--- src/rtl/pre_if_multi_outstanding_pkg.sv ---
// Shared definitions for the multi-outstanding pre-IF fetch stage:
// CP0 exception code, default reset vector, FSM states and the output entry layout.
package pre_if_multi_outstanding_pkg;

    localparam logic [31:0] DEFAULT_RESET_PC = 32'hbfc00000;
    localparam logic [4:0]  EXC_ADEL         = 5'h04;

    typedef enum logic [1:0] {
        S_RUN      = 2'd0,
        S_ERR_WAIT = 2'd1,
        S_HALT     = 2'd2
    } state_e;

    // One entry handed to IF: PC, instruction word and exception info (70 bits).
    typedef struct packed {
        logic [31:0] pc;
        logic [31:0] inst;
        logic        exc;
        logic [4:0]  exccode;
    } out_entry_t;

    localparam int OUT_ENTRY_W = $bits(out_entry_t);

endpackage

--- src/rtl/pre_if_multi_outstanding_fetch_fifo.sv ---
// Synchronous FIFO with flush; push and pop may occur in the same cycle.
// A push while full is only legal when a pop happens in the same cycle.
module pre_if_multi_outstanding_fetch_fifo #(
    parameter  int WIDTH = 32,
    parameter  int DEPTH = 4,
    localparam int PTR_W = $clog2(DEPTH),
    localparam int CNT_W = PTR_W + 1
) (
    input  logic             clk,
    input  logic             reset,
    input  logic             flush,
    input  logic             push,
    input  logic [WIDTH-1:0] push_data,
    input  logic             pop,
    output logic [WIDTH-1:0] pop_data,
    output logic             empty,
    output logic             full,
    output logic [CNT_W-1:0] count
);

    logic [WIDTH-1:0] slots_q [DEPTH];
    logic [PTR_W-1:0] wr_ptr_q, wr_ptr_d;
    logic [PTR_W-1:0] rd_ptr_q, rd_ptr_d;
    logic [CNT_W-1:0] count_q, count_d;

    assign empty    = (count_q == '0);
    assign full     = (count_q == CNT_W'(DEPTH));
    assign count    = count_q;
    assign pop_data = slots_q[rd_ptr_q];

    // Pointer and occupancy update; flush empties the FIFO and overrides push/pop.
    always_comb begin
        wr_ptr_d = wr_ptr_q;
        rd_ptr_d = rd_ptr_q;
        count_d  = count_q;
        if (flush) begin
            wr_ptr_d = '0;
            rd_ptr_d = '0;
            count_d  = '0;
        end else begin
            if (push) wr_ptr_d = wr_ptr_q + PTR_W'(1);
            if (pop)  rd_ptr_d = rd_ptr_q + PTR_W'(1);
            count_d = count_q + CNT_W'(push) - CNT_W'(pop);
        end
    end

    // Pointer/counter registers with synchronous reset.
    always_ff @(posedge clk) begin
        if (reset) begin
            wr_ptr_q <= '0;
            rd_ptr_q <= '0;
            count_q  <= '0;
        end else begin
            wr_ptr_q <= wr_ptr_d;
            rd_ptr_q <= rd_ptr_d;
            count_q  <= count_d;
        end
    end

    // Storage write; contents need no reset since count gates visibility.
    always_ff @(posedge clk) begin
        if (push && !flush) slots_q[wr_ptr_q] <= push_data;
    end

endmodule

--- src/rtl/pre_if_multi_outstanding.sv ---
// Pre-IF fetch stage keeping up to DEPTH requests in flight on the sram-like port.
// Returned words are paired with their PC and delivered in order to IF.
// Redirects drop stale returns through a discard counter.
// Optional macro PRE_IF_KSEG_MAP_EN enables the fixed kseg0/kseg1 address mapping.
//
// Handshakes: out_valid/out_ready transfer an entry on any cycle where both are high;
// out_valid never depends on out_ready. inst_sram_req may drop without addr_ok.
module pre_if_multi_outstanding
    import pre_if_multi_outstanding_pkg::*;
#(
    parameter  int          DEPTH    = 4,
    parameter  logic [31:0] RESET_PC = DEFAULT_RESET_PC,
    localparam int          CNT_W    = $clog2(DEPTH) + 1
) (
    input  logic        clk,
    input  logic        reset,
    input  logic        redirect,
    input  logic [31:0] redirect_pc,
    output logic        inst_sram_req,
    output logic        inst_sram_wr,
    output logic [1:0]  inst_sram_size,
    output logic [3:0]  inst_sram_wstrb,
    output logic [31:0] inst_sram_wdata,
    output logic [31:0] inst_sram_addr,
    output logic        inst_sram_cached,
    input  logic        inst_sram_addr_ok,
    input  logic        inst_sram_data_ok,
    input  logic [31:0] inst_sram_rdata,
    output logic        out_valid,
    input  logic        out_ready,
    output logic [31:0] out_pc,
    output logic [31:0] out_inst,
    output logic        out_exception,
    output logic [4:0]  out_exccode
);

    state_e             state_q, state_d;
    logic [31:0]        fetch_pc_q, fetch_pc_d;
    logic [CNT_W-1:0]   inflight_q, inflight_d;
    logic [CNT_W-1:0]   discard_cnt_q, discard_cnt_d;

    logic               accept;
    logic [CNT_W-1:0]   occ;

    logic [31:0]        pf_pop_data;
    logic               pf_empty, pf_full;
    logic [CNT_W-1:0]   pf_count;

    logic               ob_push, ob_pop, ob_empty, ob_full;
    out_entry_t         ob_push_data, ob_head;
    logic [OUT_ENTRY_W-1:0] ob_pop_data;
    logic [CNT_W-1:0]   ob_count;

    assign inst_sram_wr    = 1'b0;
    assign inst_sram_size  = 2'd2;
    assign inst_sram_wstrb = 4'b1111;
    assign inst_sram_wdata = 32'd0;

    // Everything still in flight plus everything buffered must fit in DEPTH.
    assign occ           = inflight_q + ob_count;
    assign inst_sram_req = !reset && (state_q == S_RUN) && (fetch_pc_q[1:0] == 2'b00)
                           && (occ < CNT_W'(DEPTH)) && !redirect;
    assign accept        = inst_sram_req && inst_sram_addr_ok;

`ifdef PRE_IF_KSEG_MAP_EN
    // kseg0/kseg1 strip the top three bits; only kseg0 is cacheable.
    always_comb begin
        inst_sram_addr   = fetch_pc_q;
        inst_sram_cached = 1'b1;
        if (fetch_pc_q[31:30] == 2'b10) begin
            inst_sram_addr   = {3'b000, fetch_pc_q[28:0]};
            inst_sram_cached = (fetch_pc_q[31:29] == 3'b100);
        end
    end
`else
    assign inst_sram_addr   = fetch_pc_q;
    assign inst_sram_cached = 1'b0;
`endif

    assign ob_head       = ob_pop_data;
    assign out_valid     = !reset && !ob_empty && !redirect;
    assign ob_pop        = out_valid && out_ready;
    assign out_pc        = ob_head.pc;
    assign out_inst      = ob_head.inst;
    assign out_exception = ob_head.exc;
    assign out_exccode   = ob_head.exccode;

    // Next-state: redirect wins; otherwise advance PC, route returns, run the error FSM.
    always_comb begin
        state_d       = state_q;
        fetch_pc_d    = fetch_pc_q;
        inflight_d    = inflight_q + CNT_W'(accept) - CNT_W'(inst_sram_data_ok);
        discard_cnt_d = discard_cnt_q;
        ob_push       = 1'b0;
        ob_push_data  = '0;
        if (redirect) begin
            fetch_pc_d    = redirect_pc;
            state_d       = S_RUN;
            // Every word still outstanding after this cycle belongs to the old stream.
            discard_cnt_d = inflight_q - CNT_W'(inst_sram_data_ok);
        end else begin
            if (accept) fetch_pc_d = fetch_pc_q + 32'd4;
            if (inst_sram_data_ok) begin
                if (discard_cnt_q != '0) begin
                    discard_cnt_d = discard_cnt_q - CNT_W'(1);
                end else begin
                    ob_push              = 1'b1;
                    ob_push_data.pc      = pf_pop_data;
                    ob_push_data.inst    = inst_sram_rdata;
                    ob_push_data.exc     = 1'b0;
                    ob_push_data.exccode = 5'h00;
                end
            end
            case (state_q)
                S_RUN: begin
                    if (fetch_pc_q[1:0] != 2'b00) state_d = S_ERR_WAIT;
                end
                S_ERR_WAIT: begin
                    // Error entry goes out only after older returns have drained.
                    if ((inflight_q == '0) && !ob_full) begin
                        ob_push              = 1'b1;
                        ob_push_data.pc      = fetch_pc_q;
                        ob_push_data.inst    = 32'd0;
                        ob_push_data.exc     = 1'b1;
                        ob_push_data.exccode = EXC_ADEL;
                        state_d              = S_HALT;
                    end
                end
                S_HALT: state_d = S_HALT;
                default: state_d = S_RUN;
            endcase
        end
    end

    // State registers with synchronous reset.
    always_ff @(posedge clk) begin
        if (reset) begin
            state_q       <= S_RUN;
            fetch_pc_q    <= RESET_PC;
            inflight_q    <= '0;
            discard_cnt_q <= '0;
        end else begin
            state_q       <= state_d;
            fetch_pc_q    <= fetch_pc_d;
            inflight_q    <= inflight_d;
            discard_cnt_q <= discard_cnt_d;
        end
    end

`ifndef SYNTHESIS
    // A return with nothing outstanding means the bridge broke protocol.
    always_ff @(posedge clk) begin
        if (!reset && inst_sram_data_ok) begin
            assert (inflight_q != '0)
            else $error("pre_if: data_ok with no request in flight");
        end
    end
`endif

    // PCs of accepted requests, popped as their words come back.
    pre_if_multi_outstanding_fetch_fifo #(
        .WIDTH (32),
        .DEPTH (DEPTH)
    ) u_pending_pc (
        .clk       (clk),
        .reset     (reset),
        .flush     (1'b0),
        .push      (accept),
        .push_data (fetch_pc_q),
        .pop       (inst_sram_data_ok),
        .pop_data  (pf_pop_data),
        .empty     (pf_empty),
        .full      (pf_full),
        .count     (pf_count)
    );

    logic unused_pf;
    assign unused_pf = &{1'b0, pf_empty, pf_full, pf_count};

    // Entries ready for IF; flushed on redirect.
    pre_if_multi_outstanding_fetch_fifo #(
        .WIDTH (OUT_ENTRY_W),
        .DEPTH (DEPTH)
    ) u_out_buf (
        .clk       (clk),
        .reset     (reset),
        .flush     (redirect),
        .push      (ob_push),
        .push_data (ob_push_data),
        .pop       (ob_pop),
        .pop_data  (ob_pop_data),
        .empty     (ob_empty),
        .full      (ob_full),
        .count     (ob_count)
    );

endmodule

--- config.mk ---
export PLATFORM = sky130hd
export DESIGN_NAME = pre_if_multi_outstanding
export DESIGN_NICKNAME = d
export VERILOG_FILES = /design/src/rtl/pre_if_multi_outstanding_pkg.sv /design/src/rtl/pre_if_multi_outstanding_fetch_fifo.sv /design/src/rtl/pre_if_multi_outstanding.sv
export SDC_FILE = /design/constraint.sdc
export NUM_CORES = 1
export LEC_CHECK = 0
export BUFFER_PORTS_ARGS = -buffer_cell sky130_fd_sc_hd__clkbuf_2
export CAP_MARGIN = 5
export CORE_UTILIZATION = 26
export CTS_CLUSTER_SIZE = 28
export DETAILED_ROUTE_END_ITERATION = 10
export GPL_TIMING_DRIVEN = 1
export PLACE_DENSITY = 0.47
export SYNTH_ARGS = -nofsm -noshare
export SYNTH_HDL_FRONTEND = slang
export SYNTH_SLANG_ARGS = --single-unit
--- constraint.sdc ---
create_clock -name clk -period 3.9 [get_ports clk]
set_clock_uncertainty 0.2 [all_clocks]
set_input_delay 0.78 -clock clk [delete_from_list [all_inputs] [get_ports clk]]
set_output_delay 0.78 -clock clk [all_outputs]
set_load 0.005 [all_outputs]
==> qor.yml <==
ant_nets: 0
ys_top_cells_by_count: "edfxtp_1 (388), mux4_2 (97), dfxtp_1 (55)"
overflow: 0
regToRegSetupSlack_ns: 0.64
cts_resized: 0
min_path_cells: 3
fillCellCount: 6749
synth-edff-count: 388
start_kind: "register"
antenna_cells: 0
whs_endpoint: "inst_sram_addr[17]$_SDFFE_PP0P_"
grt_start_max_net_pins: 65
p_total_w: 0.0109
initial_core_util: 0.263
whs_ns: 0.222
synthCells: 1016
drc_errors: 1
ff2ff_path_depth: 13
via_per_inst: 4.45
coreArea_sq_um: 68600
clock_latency_ns: 0.58
die_area_sq_um: 70300
min_from: "redirect_pc[17]"
postCtsHoldBufs: 0
die_h_um: 265
synthTopCellsByArea: "edfxtp_1 (65%), mux4_2 (12%), dfxtp_1 (6.1%), buf_4 (1.9%), a22o_1 (1.6%)"
synth_area_sq_um: 18000
use_met2: 0.213
worstMarginPinSlew_ns: 0.939
grt_pass1_wl_mm: 67.0
hold_path.class: "input port to register"
p_leak_nw: 7.38
grt.met1_usage: 0.173
num_io_pins: 214
num-nets-final: 1314
die_w_um: 265
cts_buffer_depth: 3
status: "complete, but fails checks"
crit_required_ns: 2.92
drive_gt1_frac: 0.316
synth_warnings: 0
stdcell_count: 2192
dr.first_iter.drc_count: 610
synth.avg_cell_area_sq_um: 17.7
cts_max_level: 2
maxCapViolations: 0
final_util: 0.317
tritoncts: "done"
cts_buffers: 49
synthArstFlopShare: 0
report.final.slew_viol_count: 0
final_hold_viol_count: 0
root_buffer: "clkbuf_16"
clk_pin_slew_worst_paths_ns: 0.06
r2r-start: "u_out_buf.count[1]$_SDFF_PP0_"
setup_violations: 0
portBuffers: 169
drt_wl_total_mm: 45.5
grt_usage: 0.129
tns_ns: 0
regToRegEndpoint: "inflight_q[2]$_SDFF_PP0_"
synth_most_common_cell: "edfxtp_1"
timing.final.crit_share: 0.924
vdd_drop_max_mv: 0.377
crit_fanout: 13
period_minus_slack_ns: 3.60
synth_top_area_cell: "edfxtp_1"
synth_cell_types: 60
rsz0062_at_grt: "false"
dp_cells: 2101
row_count: 96
antenna_found_initial: 1
slew-limit-headroom: 0.370
seq_area_frac_synth: 0.708
synth-seq-cells: 443
place_congestion: 0.753
grt-busiest-layer: "met2"
synth_ff_type: "edfxtp_1"
synth_top_area_share: 0.647
fmax_ghz: 0.277
syn2layout_area_growth_pct: 20.6
violations: "DRC"
worst-setup-path-type: "register to output port"
vias: 9757
clock-sinks: 443
worstPathArrival_ns: 2.62
crit_path_end_kind: "output port"
powerDensity_nw_per_um2: 503
dr.pass1.iters: 8
cts_setup_buffers: 0
dpl.hpwl_mm: 28.2
grt_pass1_vias: 10101
use_met3: 0.0256
wl_per_cell_um: 20.8
## report_power, final
part           internal [W]  leakage, nW  switching, W  total [W]
Combinational      0.000366         2.53      0.000513   0.000879
Sequential          0.00532         4.05     0.0000973    0.00542
Clock               0.00275        0.791       0.00188    0.00463
Total               0.00844         7.38       0.00249     0.0109
## layout by cell type (no fill, tap or decap), types with 23 or more instances in the layout
cell type,count
edfxtp_1,388
nor2_1,32
clkbuf_2,169
buf_4,29
inv_1,23
dfxtp_1,52
mux4_2,97
nand2_1,35
a22o_1,32
and2_1,38
clkbuf_16,51
conb_1,44
## state kept, by name (all words and copies together) (netlist names), named ones only
name                   count
inflight_q                 3
u_out_buf.count            3
u_pending_pc.wr_ptr_q      2
u_pending_pc.slots_q     128
state_q                    2
u_out_buf.wr_ptr_q         2
inst_sram_addr            32
u_pending_pc.rd_ptr_q      2
u_out_buf.rd_ptr_q         2
u_out_buf.slots_q        260
discard_cnt_q              3
## per-stage QoR
step           setup slack, ns  instance area [sq um]
2_1_floorplan            0.176                  18200
3_3_place_gp             0.612                  20100
3_5_place_dp             0.585                  20100
4_1_cts                  0.265                  21700
5_1_grt                 0.0541                  21700
6_report                 0.296                  21700
## logic make-up (layout without fill, tap and decap cells)
family / after synthesis / after routing / synth area share
AO/OA/AOI/OAI: 109 / 109 / 0.0445
XOR/XNOR: 17 / 17 / 0.00973
adder cells (fa/ha/maj): 23 / 23 / 0.0168
buffers and inverters: 121 / 324 / 0.0351
flip-flops: 443 / 443 / 0.708
multiplexers: 105 / 105 / 0.126
other: 2 / 44 / 0.000417
AND/OR/NAND/NOR: 196 / 196 / 0.0596
## worst max-delay path by stage
stage / startpoint / end / slack [ns] / cells after the start
6_report: u_out_buf.count[1]$_SDFF_PP0_ / inst_sram_req / 0.30 / 5
5_1_grt: u_out_buf.count[1]$_SDFF_PP0_ / inst_sram_req / 0.05 / 5
4_1_cts: u_out_buf.count[1]$_SDFF_PP0_ / inst_sram_req / 0.26 / 5
3_5_place_dp: reset / u_out_buf.count[2]$_SDFF_PP0_ / 0.58 / 12
3_3_place_gp: reset / u_out_buf.count[2]$_SDFF_PP0_ / 0.61 / 12
2_1_floorplan: redirect / u_out_buf.slots_q[1][10]$_DFFE_PP_ / 0.18 / 4
## critical path, cell delays in order (launching register included)
cell	delay, ns
dfxtp_1	0.38
ha_1	0.32
a31oi_2	0.16
xnor2_1	0.78
and3_1	0.29
clkbuf_2	0.12
## cell type report
cell class,count,area (sq um),area share
multi-input combinational,494,4800,0.221
clock inverter,30,283,0.0130
clock buffer,61,1330,0.0614
sequential,443,12800,0.588
timing repair buffer,209,1280,0.0591
inverter,24,90.1,0.00415
tap,931,1160,0.0536
## per-layer routing
layer  share of wire  vias up
met1            0.45     5072
met2            0.48      236
met3           0.044       61
met4           0.019        0
met5               0        -
li1                -     4388
(Power assumes the default switching activity.)
